$ cat src/rtl/axis_neuron_out_if.sv
// AXI-stream handshake bundle carried between the neuron output stage and its consumer.
interface axis_if #(
   parameter int DW = 32
);
   logic [DW-1:0] tdata;
   logic          tvalid;
   logic          tready;
   logic          tlast;

   modport master (output tdata, output tvalid, output tlast, input tready);
   modport slave  (input tdata, input tvalid, input tlast, output tready);
endinterface

$ cat src/rtl/axis_neuron_out.sv
// Neuron output stage: bias add, optional ReLU, round/shift/saturate, then a small
// first-word-fall-through FIFO presented as an AXI-stream with tlast per layer.
module axis_neuron_out #(
   parameter int N_NEURONS = 16,
   parameter int OW        = 8,
   parameter int SHIFT     = 8,
   parameter int RELU      = 1,
   parameter int DEPTH     = 4
) (
   input  logic                         aclk,
   input  logic                         areset,
   input  logic [31:0]                  mac_result,
   input  logic                         mac_valid,
   output logic                         mac_hold,
   input  logic                         bias_wr_en,
   input  logic [$clog2(N_NEURONS)-1:0] bias_wr_addr,
   input  logic [31:0]                  bias_wr_data,
   axis_if.master                       axis_out,
   output logic                         overflow,
   output logic                         saturated
);
   localparam int AW = $clog2(N_NEURONS);
   localparam int PW = $clog2(DEPTH);
   localparam logic signed [33:0] MAXV = 34'((2 ** (OW - 1)) - 1);
   localparam logic signed [33:0] MINV = -MAXV - 34'sd1;
   localparam logic signed [33:0] HALF = 34'(2 ** (SHIFT - 1));

   logic [31:0]        bias_mem [N_NEURONS];
   logic [AW-1:0]      idx;
   logic signed [32:0] s1_sum;
   logic               s1_valid;
   logic               s1_last;
   logic [OW-1:0]      s2_data;
   logic               s2_valid;
   logic               s2_last;

   logic signed [33:0] rounded;
   logic signed [33:0] shifted;
   logic               neg_clamp;
   logic               clip_hi;
   logic               clip_lo;

   logic [OW:0]        fifo_mem [DEPTH];
   logic [PW-1:0]      wr_ptr;
   logic [PW-1:0]      rd_ptr;
   logic [PW:0]        count;
   logic               fifo_empty;
   logic               fifo_full;
   logic               pop;
   logic               push;
   logic               hold_next;

   // Bias table is deliberately left out of reset so weights survive a pipeline flush.
   always_ff @(posedge aclk) begin
      if (bias_wr_en) begin
         bias_mem[bias_wr_addr] <= bias_wr_data;
      end
   end

   always_ff @(posedge aclk) begin
      if (areset) begin
         idx      <= '0;
         s1_valid <= 1'b0;
         s1_sum   <= '0;
         s1_last  <= 1'b0;
      end else begin
         s1_valid <= mac_valid;
         if (mac_valid) begin
            s1_sum  <= {mac_result[31], mac_result} + {bias_mem[idx][31], bias_mem[idx]};
            s1_last <= (idx == AW'(N_NEURONS - 1));
            idx     <= (idx == AW'(N_NEURONS - 1)) ? '0 : idx + AW'(1);
         end
      end
   end

   // Adding half an LSB before the arithmetic shift gives round-half-up.
   always_comb begin
      rounded   = {s1_sum[32], s1_sum} + HALF;
      shifted   = rounded >>> SHIFT;
      neg_clamp = (RELU != 0) && s1_sum[32];
      clip_hi   = shifted > MAXV;
      clip_lo   = shifted < MINV;
   end

   always_ff @(posedge aclk) begin
      if (areset) begin
         s2_valid  <= 1'b0;
         s2_data   <= '0;
         s2_last   <= 1'b0;
         saturated <= 1'b0;
      end else begin
         s2_valid <= s1_valid;
         if (s1_valid) begin
            s2_last <= s1_last;
            if (neg_clamp) begin
               s2_data <= '0;
            end else if (clip_hi) begin
               s2_data <= MAXV[OW-1:0];
            end else if (clip_lo) begin
               s2_data <= MINV[OW-1:0];
            end else begin
               s2_data <= shifted[OW-1:0];
            end
            if (!neg_clamp && (clip_hi || clip_lo)) begin
               saturated <= 1'b1;
            end
         end
      end
   end

   // A full FIFO still accepts a push when the head is leaving in the same cycle.
   always_comb begin
      fifo_empty = (count == '0);
      fifo_full  = (count == (PW + 1)'(DEPTH));
      pop        = !fifo_empty && axis_out.tready;
      push       = s2_valid && (!fifo_full || pop);
      hold_next  = (int'(count) + int'(s1_valid) + int'(s2_valid)) > (DEPTH - 3);
   end

   always_ff @(posedge aclk) begin
      if (push) begin
         fifo_mem[wr_ptr] <= {s2_last, s2_data};
      end
   end

   always_ff @(posedge aclk) begin
      if (areset) begin
         wr_ptr   <= '0;
         rd_ptr   <= '0;
         count    <= '0;
         overflow <= 1'b0;
         mac_hold <= 1'b0;
      end else begin
         if (push) begin
            wr_ptr <= wr_ptr + PW'(1);
         end
         if (pop) begin
            rd_ptr <= rd_ptr + PW'(1);
         end
         if (push && !pop) begin
            count <= count + (PW + 1)'(1);
         end else if (!push && pop) begin
            count <= count - (PW + 1)'(1);
         end
         if (s2_valid && !push) begin
            overflow <= 1'b1;
         end
         mac_hold <= hold_next;
      end
   end

   always_comb begin
      axis_out.tvalid = !fifo_empty;
      axis_out.tdata  = '0;
      axis_out.tlast  = 1'b0;
      if (!fifo_empty) begin
         axis_out.tdata[OW-1:0] = fifo_mem[rd_ptr][OW-1:0];
         axis_out.tlast         = fifo_mem[rd_ptr][OW];
      end
   end
endmodule
$ cat src/flat_wrapper.sv
// flat-port wrapper written by rule: the top's interface ports become plain ports
module axis_neuron_out_flat 
#(
   parameter int N_NEURONS = 16,
   parameter int OW        = 8,
   parameter int SHIFT     = 8,
   parameter int RELU      = 1,
   parameter int DEPTH     = 4
)
  (aclk, areset, mac_result, mac_valid, mac_hold, bias_wr_en, bias_wr_addr, bias_wr_data, overflow, saturated, axis_out_tdata, axis_out_tvalid, axis_out_tlast, axis_out_tready);
  axis_if axis_out_i ();
  input  logic aclk;
  input  logic areset;
  input  logic [31:0] mac_result;
  input  logic mac_valid;
  output logic mac_hold;
  input  logic bias_wr_en;
  input  logic [$clog2(N_NEURONS)-1:0] bias_wr_addr;
  input  logic [31:0] bias_wr_data;
  output logic overflow;
  output logic saturated;
  output wire logic [$bits(axis_out_i.tdata)-1:0] axis_out_tdata;
  output wire logic [$bits(axis_out_i.tvalid)-1:0] axis_out_tvalid;
  output wire logic [$bits(axis_out_i.tlast)-1:0] axis_out_tlast;
  input wire logic [$bits(axis_out_i.tready)-1:0] axis_out_tready;
  assign axis_out_tdata = axis_out_i.tdata;
  assign axis_out_tvalid = axis_out_i.tvalid;
  assign axis_out_tlast = axis_out_i.tlast;
  assign axis_out_i.tready = axis_out_tready;
  axis_neuron_out #(.N_NEURONS(N_NEURONS), .OW(OW), .SHIFT(SHIFT), .RELU(RELU), .DEPTH(DEPTH)) u_core (.aclk(aclk), .areset(areset), .mac_result(mac_result), .mac_valid(mac_valid), .mac_hold(mac_hold), .bias_wr_en(bias_wr_en), .bias_wr_addr(bias_wr_addr), .bias_wr_data(bias_wr_data), .axis_out(axis_out_i), .overflow(overflow), .saturated(saturated));
endmodule
$ cat config.mk
export PLATFORM = sky130hd
export DESIGN_NAME = axis_neuron_out_flat
export DESIGN_NICKNAME = d
export VERILOG_FILES = /design/src/rtl/axis_neuron_out_if.sv /design/src/rtl/axis_neuron_out.sv /design/src/flat_wrapper.sv
export SDC_FILE = /design/constraint.sdc
export NUM_CORES = 1
export LEC_CHECK = 0
export ABC_CLOCK_PERIOD_IN_PS = 6700
export BUFFER_PORTS_ARGS = -buffer_cell sky130_fd_sc_hd__clkbuf_2
export CAP_MARGIN = 20
export CORE_MARGIN = 5
export CORE_UTILIZATION = 61
export CTS_BUF_LIST = sky130_fd_sc_hd__clkbuf_8 sky130_fd_sc_hd__clkbuf_16
export DETAILED_ROUTE_END_ITERATION = 6
export HOLD_SLACK_MARGIN = 0.08
export PLACE_DENSITY = 0.83
export SLEW_MARGIN = 20
export SYNTH_ARGS = -nofsm -noshare
export SYNTH_HDL_FRONTEND = slang
export SYNTH_SLANG_ARGS = --single-unit
$ cat constraint.sdc
create_clock -name aclk -period 6.7 [get_ports aclk]
set_clock_uncertainty 0.15 [all_clocks]
set_input_delay 1.34 -clock aclk [delete_from_list [all_inputs] [get_ports aclk]]
set_output_delay 1.34 -clock aclk [all_outputs]
set_load 0.03 [all_outputs]
==> impl_results.md <==
- Most common cell after layout, fill and taps aside: edfxtp_1
- Initial DRC count: 1739
- Post-DP HPWL: 31900 um
- Reg power frac: 50.1%
- WHS Endpoint: u_core.overflow
- Status: completed
- Fin crit share: 78.0%
- Die ar.: 45600 sq um
- First-pass GRT wire length: 89700 um
- PwrDens: 305 nW/um^2
- Post-CTS setup buffer count: 0
- NetSw: 2.06 mW
- Post-route design area: 28300 sq um
- Pin count of the biggest net entering global routing: 65
- Finished Core Util: 69.2%
- CTS tree: built
- Number of global-route vias before repair: 14000
- Row count: 74
- # IOs: 110
- Hold_buf cts: 0
- Yosys cell types: 71
- Commonest cells after routing, fill and taps aside: 548 x edfxtp_1, 166 x mux4_2, 85 x clkbuf_2
- Sink Count: 606
- DRC: 0
- Fmax: 191 MHz
- EDFF count, synth: 548
- Crit path required time: 7.05 ns
- H-tree Lvls: 2
- Tmin final: 5.23 ns
- Hold depth: 2
- RSZ-0062 raised after global routing: no
- Synthesized area: 25300 sq um
- Sequential share of the synthesized area: 69.8%
- Critical path peak fanout: 64
- Clk buf depth: 3
- Die Ht: 213 um
- Final Hold Viols: 0
- Slew Viols, Final: 0
- HP Class: reg2reg
- Critical Path Source Type: flip-flop
- Initial Util: 61.7%
- Post-Syn Area per Cell: 18.4 sq um
- WS Path Type: reg2reg
- Yosys reg bits: 606
- Clock slew at reported path FFs: 0.06 ns
- Register-to-Register Path Depth: 11
- Buffers on Ports: 85
- Core area: 40900 sq um
- Vias/cell: 6.70
- Final Setup Violations: 0
- R2R Path End: u_core.s1_sum[31]
- Lkg Pwr: 9.31 nW
- Crit path capture type: flip-flop
- Cells after synthesis: 1376
- Area Growth Syn to Fin: 12.2%
- Placer congestion estimate: 0.897
- R2r setup slk: 1.47 ns
- Max-Cap Viols: 0
- Vias: 13800
- Wire length per cell: 29.0 um
- Pint: 6.59 mW
- Drt total wl: 59900 um
- Gr ovfl total: 0
- Total Power: 8.65 mW
- Cell Area, Placed: 26300 sq um
- Slew margin rel.: 25.5%
- Worst-Skew Late Latency: 0.62 ns
- Root buf cell: clkbuf_16
- Min-delay src: u_core.overflow
- Sw frac: 23.8%
- Maximum vdd drop: 193 uV
- Inserted Diodes: 0
- Gate power share: 10.8%
- Synth async-reset ratio: 0%
- Worst slew pin tran: 1.11 ns
- Initial antenna violation count: 1
- Clock power share: 39.1%
- # resized after CTS: 0
- Total CTS buffers: 57
- Antenna-violating nets left: 0
- Predominant post-synthesis flop cell: edfxtp_1
- Die Span X: 213 um
- Fin Setup TNS: 0 ns
- 1st-pass router iterations: 6
- Final net count: 1599
- Total GRT Usage: 26.8%
- Synth Warn #: 0
- CP Data Arrival Time: 5.57 ns
- Share of cells above drive strength 1: 25.7%
cells by family (layout without fill, tap and decap cells):
logic type / Yosys count / count (layout) / synth area share (%)
AOI/OAI and AO/OA: 175 / 175 / 4.84
other: 1 / 24 / 0.0149
muxes: 174 / 174 / 15.1
xor gates and xnor gates: 32 / 32 / 1.11
DFF: 606 / 606 / 69.8
and+or+nand+nor: 237 / 237 / 4.97
buffers and inverters: 108 / 240 / 2.01
adders and majority gates: 43 / 43 / 2.16
worst max path at each step:
stage	start	end	slack (ns)
after detailed placement	flip-flop	u_core.s1_sum[27]	1.61
final	flip-flop	u_core.s1_sum[31]	1.47
after floorplan	flip-flop	u_core.s1_sum[27]	1.58
after CTS	flip-flop	u_core.s1_sum[31]	1.56
after global routing	flip-flop	u_core.s1_sum[31]	1.21
after global placement	flip-flop	u_core.s1_sum[27]	1.64
layer usage:
| layer | GRT usage, % | wire (um) |
|---|---|---|
| met2 | 46.3 | 31500 |
| met5 | 0 | 13 |
| met3 | 4.01 | 4520 |
| met4 | 7.13 | 1520 |
| met1 | 36.6 | 22400 |
synth_stat cells (all sizes together) (5+ instances only):
cell	n	area, sq um
and2	17	106
o22ai	5	31.3
nand3b	5	37.5
xor2	15	131
nor3	18	90.1
clkbuf	45	169
o31ai	7	66.3
nand2	46	173
o21ai	29	145
a211o	5	43.8
inv	22	82.6
nor2	56	210
o21a	7	52.6
nor4	5	52.6
nand2b	6	37.5
ha	42	526
nand4	11	75.1
a31oi	10	62.6
nand3	24	120
and3	5	31.3
nor2b	15	93.8
edfxtp	548	16500
or3	8	50.1
a21oi	44	220
buf	40	253
a2111oi	8	88.8
a211oi	11	87.6
mux4	166	3740
xnor2	17	149
a21o	21	158
mux2i	8	80.1
dfxtp	58	1160
flip-flops by register name (all words and copies together), names as in the netlist, 2 cells and up, named ones only:
register / cells
u_core.bias_mem: 512
u_core.count: 3
u_core.fifo_mem: 36
u_core.idx: 4
u_core.rd_ptr: 2
u_core.s1_sum: 26
u_core.s2_data: 8
u_core.wr_ptr: 2
stage by stage:
stage	cells	setup slack, ns	hold slack [ns]
after floorplan	1399	1.58	0.300
after global placement	1956	1.64	0.313
after detailed placement	1956	1.61	0.313
after CTS	2063	1.56	0.345
after global routing	2063	1.21	0.374
final	2063	1.47	0.336
power groups by stage:
stage	Sequential [mW]	Clock, mW	Combinational [mW]
5_1_grt	4.34	3.59	1.02
3_3_place_gp	4.40	0	0.892
2_1_floorplan	4.37	0	0.691
3_5_place_dp	4.41	0	0.921
4_1_cts	4.33	3.41	0.938
6_report	4.33	3.38	0.939
layout make-up:
| cell class | count | area (sq um) |
|---|---|---|
| repair buffers | 110 | 638 |
| flip-flops and latches | 606 | 17600 |
| fillers | 2446 | 12600 |
| clock inverters | 48 | 538 |
| well taps | 532 | 666 |
| inverters | 23 | 86.3 |
| clock buffers | 59 | 1450 |
| multi-input cells | 685 | 7330 |
worst max-delay path, stage by stage (launching register included):
cell and delay (ns):
dfxtp_4 0.84, buf_12 0.42, mux4_2 0.42, mux4_2 0.53
ha_1 0.33, nand3b_1 0.10, a2111oi_2 0.70, o21ai_1 0.27
a31oi_1 0.44, a221oi_1 0.23, or4b_1 0.51, o311ai_1 0.10
No activity file was read; power rests on OpenSTA's default activity.
